$ cat src/rtl/data_mem_ctrl_pkg.sv
// Shared types and defaults for the MEM-stage data-memory access controller.
package mem_ctrl_pkg;

  // Controller states: accept, strobe memory, wait for completion, respond.
  typedef enum logic [1:0] {
    IDLE  = 2'd0,
    ISSUE = 2'd1,
    WAIT  = 2'd2,
    RESP  = 2'd3
  } mc_state_t;

  localparam logic MC_ERR_NONE  = 1'b0;
  localparam logic MC_ERR_FAULT = 1'b1;

  localparam int MC_DATA_W    = 16;
  localparam int MC_ADDR_W    = 16;
  localparam int MC_OFF_W     = 4;
  localparam int MC_OFF_SHIFT = 1;
  localparam int MC_TIMEOUT   = 15;

endpackage

$ cat src/rtl/data_mem_ctrl_addr_gen.sv
// Effective-address generator: base + (sign-extended offset << OFF_SHIFT),
// wrapping modulo 2^ADDR_W, plus a check of the low alignment bits.
// Kept free of controller state so the fetch-stage branch-target path can reuse it.
module mem_addr_gen #(
  parameter int ADDR_W    = 16,
  parameter int OFF_W     = 4,
  parameter int OFF_SHIFT = 1
) (
  input  logic [ADDR_W-1:0] base,
  input  logic [OFF_W-1:0]  offset,
  output logic [ADDR_W-1:0] target,
  output logic              misaligned
);

  logic [ADDR_W-1:0] off_ext_s;

  // Sign-extend and scale the offset, then add to the base (carry out discarded).
  always_comb begin
    off_ext_s = ADDR_W'($signed(offset));
    target    = base + (off_ext_s << OFF_SHIFT);
  end

  // With no scaling every address is legal; otherwise the low bits must be zero.
  if (OFF_SHIFT == 0) begin : g_no_align
    assign misaligned = 1'b0;
  end else begin : g_align
    assign misaligned = |target[OFF_SHIFT-1:0];
  end

endmodule

$ cat src/rtl/data_mem_ctrl.sv
// MEM-stage data-memory access controller: one access at a time over an
// enable/valid handshake, with misalignment fault and wait timeout.
module data_mem_ctrl
  import mem_ctrl_pkg::*;
#(
  parameter int DATA_W    = MC_DATA_W,
  parameter int ADDR_W    = MC_ADDR_W,
  parameter int OFF_W     = MC_OFF_W,
  parameter int OFF_SHIFT = MC_OFF_SHIFT,
  parameter int TIMEOUT   = MC_TIMEOUT
) (
  input  logic              clk,
  input  logic              rst,
  input  logic              req_valid,
  output logic              req_ready,
  input  logic              req_wr,
  input  logic [ADDR_W-1:0] base,
  input  logic [DATA_W-1:0] wdata,
  input  logic [OFF_W-1:0]  offset,
  output logic              resp_valid,
  output logic [DATA_W-1:0] resp_rdata,
  output logic              resp_err,
  output logic              stall,
  output logic              mem_en,
  output logic              mem_wr,
  output logic [ADDR_W-1:0] mem_addr,
  output logic [DATA_W-1:0] mem_wdata,
  input  logic [DATA_W-1:0] mem_rdata,
  input  logic              mem_valid
);

  // Counter must be able to hold TIMEOUT itself.
  localparam int CNT_W = $clog2(TIMEOUT + 1);

  mc_state_t         state_r, state_next_s;
  logic [CNT_W-1:0]  cnt_r, cnt_next_s, cnt_inc_s;
  logic [ADDR_W-1:0] target_s;
  logic              misaligned_s;
  logic              accept_s;

  logic              mem_en_r, mem_en_next_s;
  logic              mem_wr_r, mem_wr_next_s;
  logic [ADDR_W-1:0] mem_addr_r, mem_addr_next_s;
  logic [DATA_W-1:0] mem_wdata_r, mem_wdata_next_s;
  logic              resp_valid_r, resp_valid_next_s;
  logic [DATA_W-1:0] resp_rdata_r, resp_rdata_next_s;
  logic              resp_err_r, resp_err_next_s;

  mem_addr_gen #(
    .ADDR_W    (ADDR_W),
    .OFF_W     (OFF_W),
    .OFF_SHIFT (OFF_SHIFT)
  ) u_addr_gen (
    .base       (base),
    .offset     (offset),
    .target     (target_s),
    .misaligned (misaligned_s)
  );

  assign req_ready  = (state_r == IDLE);
  assign accept_s   = req_valid && req_ready;
  assign stall      = req_valid && ((state_r != IDLE) || accept_s);
  assign cnt_inc_s  = cnt_r + CNT_W'(1);

  assign mem_en     = mem_en_r;
  assign mem_wr     = mem_wr_r;
  assign mem_addr   = mem_addr_r;
  assign mem_wdata  = mem_wdata_r;
  assign resp_valid = resp_valid_r;
  assign resp_rdata = resp_rdata_r;
  assign resp_err   = resp_err_r;

  // Next-state and next-output decode; strobes default low, data holds.
  always_comb begin
    state_next_s      = state_r;
    cnt_next_s        = cnt_r;
    mem_en_next_s     = 1'b0;
    mem_wr_next_s     = mem_wr_r;
    mem_addr_next_s   = mem_addr_r;
    mem_wdata_next_s  = mem_wdata_r;
    resp_valid_next_s = 1'b0;
    resp_rdata_next_s = resp_rdata_r;
    resp_err_next_s   = resp_err_r;
    case (state_r)
      IDLE: begin
        if (accept_s) begin
          mem_wr_next_s    = req_wr;
          mem_addr_next_s  = target_s;
          mem_wdata_next_s = wdata;
          if (misaligned_s) begin
            state_next_s      = RESP;
            resp_valid_next_s = 1'b1;
            resp_err_next_s   = MC_ERR_FAULT;
            resp_rdata_next_s = {DATA_W{1'b0}};
          end else begin
            state_next_s  = ISSUE;
            mem_en_next_s = 1'b1;
          end
        end else begin
          state_next_s = IDLE;
        end
      end
      ISSUE: begin
        state_next_s = WAIT;
        cnt_next_s   = {CNT_W{1'b0}};
      end
      WAIT: begin
        cnt_next_s = cnt_inc_s;
        // Completion wins over timeout when both land in the same cycle.
        if (mem_valid) begin
          state_next_s      = RESP;
          resp_valid_next_s = 1'b1;
          resp_err_next_s   = MC_ERR_NONE;
          resp_rdata_next_s = mem_wr_r ? {DATA_W{1'b0}} : mem_rdata;
        end else if (cnt_inc_s == CNT_W'(TIMEOUT)) begin
          state_next_s      = RESP;
          resp_valid_next_s = 1'b1;
          resp_err_next_s   = MC_ERR_FAULT;
          resp_rdata_next_s = {DATA_W{1'b0}};
        end else begin
          state_next_s = WAIT;
        end
      end
      RESP: begin
        state_next_s = IDLE;
      end
      default: begin
        state_next_s = IDLE;
      end
    endcase
  end

  // State register; reset abandons any in-flight access.
  always_ff @(posedge clk or negedge rst) begin
    if (!rst) begin
      state_r <= IDLE;
    end else begin
      state_r <= state_next_s;
    end
  end

  // Wait counter and registered outputs.
  always_ff @(posedge clk or negedge rst) begin
    if (!rst) begin
      cnt_r        <= {CNT_W{1'b0}};
      mem_en_r     <= 1'b0;
      mem_wr_r     <= 1'b0;
      mem_addr_r   <= {ADDR_W{1'b0}};
      mem_wdata_r  <= {DATA_W{1'b0}};
      resp_valid_r <= 1'b0;
      resp_rdata_r <= {DATA_W{1'b0}};
      resp_err_r   <= 1'b0;
    end else begin
      cnt_r        <= cnt_next_s;
      mem_en_r     <= mem_en_next_s;
      mem_wr_r     <= mem_wr_next_s;
      mem_addr_r   <= mem_addr_next_s;
      mem_wdata_r  <= mem_wdata_next_s;
      resp_valid_r <= resp_valid_next_s;
      resp_rdata_r <= resp_rdata_next_s;
      resp_err_r   <= resp_err_next_s;
    end
  end

endmodule

$ cat config.mk
export PLATFORM = sky130hd
export DESIGN_NAME = data_mem_ctrl
export DESIGN_NICKNAME = d
export VERILOG_FILES = /design/src/rtl/data_mem_ctrl_pkg.sv /design/src/rtl/data_mem_ctrl_addr_gen.sv /design/src/rtl/data_mem_ctrl.sv
export SDC_FILE = /design/constraint.sdc
export NUM_CORES = 1
export LEC_CHECK = 0
export CAP_MARGIN = 5
export CORE_UTILIZATION = 35
export DETAILED_ROUTE_END_ITERATION = 7
export PLACE_DENSITY = 0.65
export SYNTH_ARGS = -nofsm -noshare
export SYNTH_HDL_FRONTEND = slang
export SYNTH_SLANG_ARGS = --single-unit
$ cat constraint.sdc
create_clock -name clk -period 2.25 [get_ports clk]
set_input_delay 0.3375 -clock clk [delete_from_list [all_inputs] [get_ports clk]]
set_output_delay 0.3375 -clock clk [all_outputs]
set_load 0.01 [all_outputs]
After elaboration in Yosys (flattened, before gate mapping). Index checks and enable logic that the tools add are counted.

Register bits: 58. Bits in latches: 0. Memory bits (writable): 0. ROM bits: 0. Input bits: 57. Word-level logic and storage cells: 52. Memories: 0.

Add/subtract/negate cells: 2. Multiply operators: 0. Divide/modulo/power cells: 0. Magnitude comparators: 0. Eq/ne operators: 7. Shift operators: 0. Mux-type cells: 25. Bitwise logic cells: 0. Reductions and logical operators: 9.

Operator list (count): 2-to-1 mux 16 bit (5); one-hot mux 16 bit (2 select lines) (1); adder 16 bit (1); 2-to-1 mux 1 bit (13); one-hot mux 2 bit (4 select lines) (1); one-hot mux 4 bit (2 select lines) (1); nonzero test 2 bit (3); adder 4 x 1 -> 4 bit (second input constant) (1); equality test 2 bit (second input constant) (2); equality test 4 bit (second input constant) (1); 2-to-1 mux 2 bit (2); != test 2 x 1 -> 1 bit (second input constant) (2); one-hot mux 1 bit (2 select lines) (2); AND reduction 4 bit (1); != test 3 bit (second input constant) (1); equality test 2 x 1 -> 1 bit (second input constant) (1); logical AND 1 bit (2); logical NOT 2 bit (1); AND reduction 2 bit (1); logical OR 1 bit (1).

Depth between registers and ports, before layout.
Depth in word-level cells: 5. Gate-level depth with buffers: 8. Gate-level depth less buffers: 8.

Cells and area by module. Synthesis repeated with hierarchy kept, for this count alone.

Cells, all modules: 246. Area, all modules: 3005.4 um^2.

By module, submodules not included: data_mem_ctrl (instances 1, cells each 158, area each 2327.2 um^2, seq. area each 1451.4 um^2); mem_addr_gen (instances 1, cells each 88, area each 678.2 um^2, seq. area each 0.0 um^2).

Worst setup path before layout. No wires, ideal clock.

Path type: input to register. Start point: in offset[0]. End point: reg mem_addr_r[15] (netlist: mem_addr[15]). Library setup time: 0.132 ns. Arrival time: 2.031 ns. Data required time: 2.118 ns. Slack: 0.087 ns. Stages on the path: 8. Buffers on the path: 0. Cell sequence: ha_1 -> fa_1 -> a211o_1 -> o211ai_4 -> a2111oi_2 -> o32a_1 -> xnor2_1 -> o21ai_1.

Longest elaborated chain between the ends: 1.

Ends and longest elaborated chain: start: declaration (line data_mem_ctrl.sv:19) `input logic [OFF_W-1:0] offset,`; adder 16 bit (line data_mem_ctrl_addr_gen.sv:20) `target = base + (off_ext_s << OFF_SHIFT);`; end signal: assignment (line data_mem_ctrl.sv:148) `mem_addr_r <= {ADDR_W{1'b0}};`; end signal: assignment (line data_mem_ctrl.sv:157) `mem_addr_r <= mem_addr_next_s;`; end: declaration (line data_mem_ctrl.sv:43) `logic [ADDR_W-1:0] mem_addr_r, mem_addr_next_s;`.

No other way between the ends. A chain may end at the register's enable or synchronous reset.

Worst setup path after layout. Ends and elaborated chain as after synthesis.

==> impl_metrics.json <==
{
  "status": "completed",
  "clockBufferDepth": 2,
  "dieHeight_um": 95.2,
  "ctsHoldBuffers": 0,
  "path_delay_family": "compound AO/OA/AOI/OAI gates",
  "tns_ps": 0,
  "drive_above_1_share_pct": 12.8,
  "reg2reg_to": "resp_rdata[11]$_DFFE_PN0P_",
  "ys_ff_latch": 58,
  "syn_inst": 335,
  "maxSlewHeadroom_pct": 66.4,
  "grt_antenna_before_repair": 0,
  "crit_fanout": 3,
  "ir_drop_uv": 459,
  "rsz0062_at_grt": "no",
  "cp_slowest_cell": "clkdlybuf4s50_1",
  "ant_nets": 0,
  "nets": 556,
  "gp_congestion": 0.787,
  "cts_max_level": 3,
  "p_per_area_nw_per_um2": 1060,
  "start_kind": "input pin",
  "cts.clk_slew.worst_paths_ps": 70,
  "dp_hpwl_um": 5920,
  "insertion_delay_ps": 320,
  "grt_pass1_wl_um": 12400,
  "cts-root-buf": "clkbuf_8",
  "cts_sinks": 58,
  "end_kind": "flop",
  "finalSetupViolCount": 0,
  "grt_usage_pct": 18.0,
  "fmax_ghz": 0.465,
  "port_buffers": 110,
  "diodes": 0,
  "drc": 0,
  "fin_crit_ps": 2150,
  "overflow": 0,
  "finClkSkew_ps": 4.55,
  "worst_hold_slack_ps": 22.3,
  "grt_max_degree": 34,
  "wl_per_cell_um": 13.1,
  "dieArea_um2": 9060,
  "timing_hold_violations_final": 0,
  "r2r_cells": 7,
  "cts_tree": "yes",
  "syn_avg_cell_area_um2": 9.08,
  "drt-total-wl_um": 7720,
  "vias_per_cell": 4.75,
  "rr_startpoint": "cnt_r[1]$_DFFE_PN0P_",
  "cp_data_required_time_ps": 2460,
  "start_util_pct": 36.6,
  "first_iter_violations": 75,
  "drv_cap": 0,
  "maxSlewViolCount": 0,
  "synth_top_flop_cell": "dfrtp_1",
  "holdCritPathClass": "input pin to async pin",
  "leakagePower_uw": 0.00219,
  "die_w_um": 95.2,
  "area_growth_syn_to_layout_pct": 54.8,
  "synth_edf_count": 0,
  "grt_pass1_vias": 2692,
  "rows": 33,
  "io-pin-count": 111,
  "crit_chain": "clkdlybuf4s50_1 -> ha_2 -> fa_2 -> a211o_1 -> o211ai_4 -> a2111oi_2 -> o32a_1 -> xnor2_1 -> o21ai_1",
  "seq_area_frac_synth_pct": 47.7,
  "fin_util_pct": 56.7,
  "max_stage_delay_ps": 410,
  "period_share_pct": 95.7,
  "crit_buf_inv": 1,
  "synth_area_um2": 3040,
  "core_area_um2": 8300,
  "synth_warnings": 0,
  "postCtsSetupBuffers": 0,
  "ys_async_sr_fraction_pct": 100,
  "synth_nets": 412,
  "cts_buffers": 9,
  "arrival_ps": 2370,
  "firstDrtPassIters": 4,
  "vias": 2796,
  "path_class": "input pin to flop",
  "ys_types": 50,
  "rrSetupSlack_ps": 400,
  "worst_pin_slew_ps": 503
}
-- cells in the mapped netlist (2+ instances only) --
cell type  count  area share (%)
nand2_1      118              15
dfrtp_1       58              48
o21ai_0       29             4.8
ha_1          19             7.8
a21oi_1       10             1.6
a21o_1         8             2.0
inv_1          8            0.99
clkbuf_1       7            0.86
nor2_1         7            0.86
xor2_1         6             1.7
a31oi_1        5             1.0
o21ai_1        5            0.82
xnor2_1        5             1.4
a211o_1        4             1.2
nand3_1        4            0.66
buf_2          3            0.49
a21boi_0       2            0.49
a22o_1         2            0.58
nand2b_1       2            0.41
nor2b_1        2            0.41
nor3_1         2            0.33
-- stage by stage --
| step | instances | total power [uW] | setup WS [ps] | instance area, um2 |
|---|---|---|---|---|
| finish | 589 | 4990 | 97.4 | 4710 |
| global route | 589 | 5380 | 12.6 | 4710 |
| CTS | 589 | 5050 | 15.4 | 4690 |
| detailed placement | 573 | 3970 | -387 | 4470 |
| global placement | 573 | 3910 | -349 | 4470 |
| floorplan | 335 | 2760 | 86.6 | 3040 |
-- routing by layer --
layer / vias to the layer above / wire length (um) / global-route usage (%)
li1: 1430 / - / -
met1: 1271 / 3480 / 23.0
met2: 89 / 3600 / 29.8
met3: 6 / 593 / 4.94
met4: 0 / 53 / 4.92
met5: - / 0 / 0
-- state kept, by name, summed over array words and instances (netlist names) --
name and cells:
cnt_r 4, mem_addr 16, mem_en 1, mem_wdata 16
mem_wr 1, resp_err 1, resp_rdata 16, resp_valid 1
state_r 2
-- logic make-up after synthesis --
group / Yosys count / synth area share [%]
AO/OA/AOI/OAI: 80 / 17.7
XOR/XNOR: 11 / 3.17
adder cells (fa/ha/maj): 20 / 8.48
buffers and inverters: 22 / 3.46
flip-flops: 58 / 47.7
multiplexers: 1 / 0.329
AND/OR/NAND/NOR: 143 / 19.1
-- area by class of cell --
type	count	area (um2)
inverter	8	30.0
fill	765	3590
tap	105	131
multi-input combinational	255	1500
sequential	58	1450
clock buffer	11	141
timing repair buffer	147	1380
clock inverter	5	77.6
-- worst max path at each step --
stage	slack [ps]	endpoint	from	cells after the start
3_3_place_gp	-350	mem_addr[15]$_DFFE_PN0P_	offset[0]	9
6_report	100	mem_addr[15]$_DFFE_PN0P_	offset[0]	9
3_5_place_dp	-390	mem_addr[15]$_DFFE_PN0P_	offset[0]	9
5_1_grt	10	mem_addr[15]$_DFFE_PN0P_	offset[0]	9
2_1_floorplan	90	mem_addr[15]$_DFFE_PN0P_	offset[0]	8
4_1_cts	20	mem_addr[15]$_DFFE_PN0P_	offset[0]	9
-- power breakdown --
group / internal [uW] / switching (uW) / total, uW
sequential: 1430 / 233 / 1670
clock: 650 / 407 / 1060
combinational: 1150 / 1120 / 2270
-- placed cells by master (no fill, tap or decap), types with 2 or more instances in the layout --
master / count
xor2_1: 6
xnor2_1: 5
clkdlybuf4s50_1: 108
a31oi_1: 5
a21o_1: 8
a21boi_0: 2
o21ai_1: 5
ha_1: 18
a21oi_1: 9
inv_1: 8
nor2b_1: 2
clkinv_2: 2
nor2_1: 7
o21ai_0: 29
dfrtp_1: 58
bufinv_16: 2
nand2_1: 118
clkbuf_8: 10
a211o_1: 4
buf_4: 37
a22o_1: 2
nand2b_1: 2
nand3_1: 4
-- repair_timing --
action	CTS	global route
gates resized for setup	0	5
pin swaps	1	0
endpoints found under the setup margin	1	5
Power figures use the tool's default switching activity.
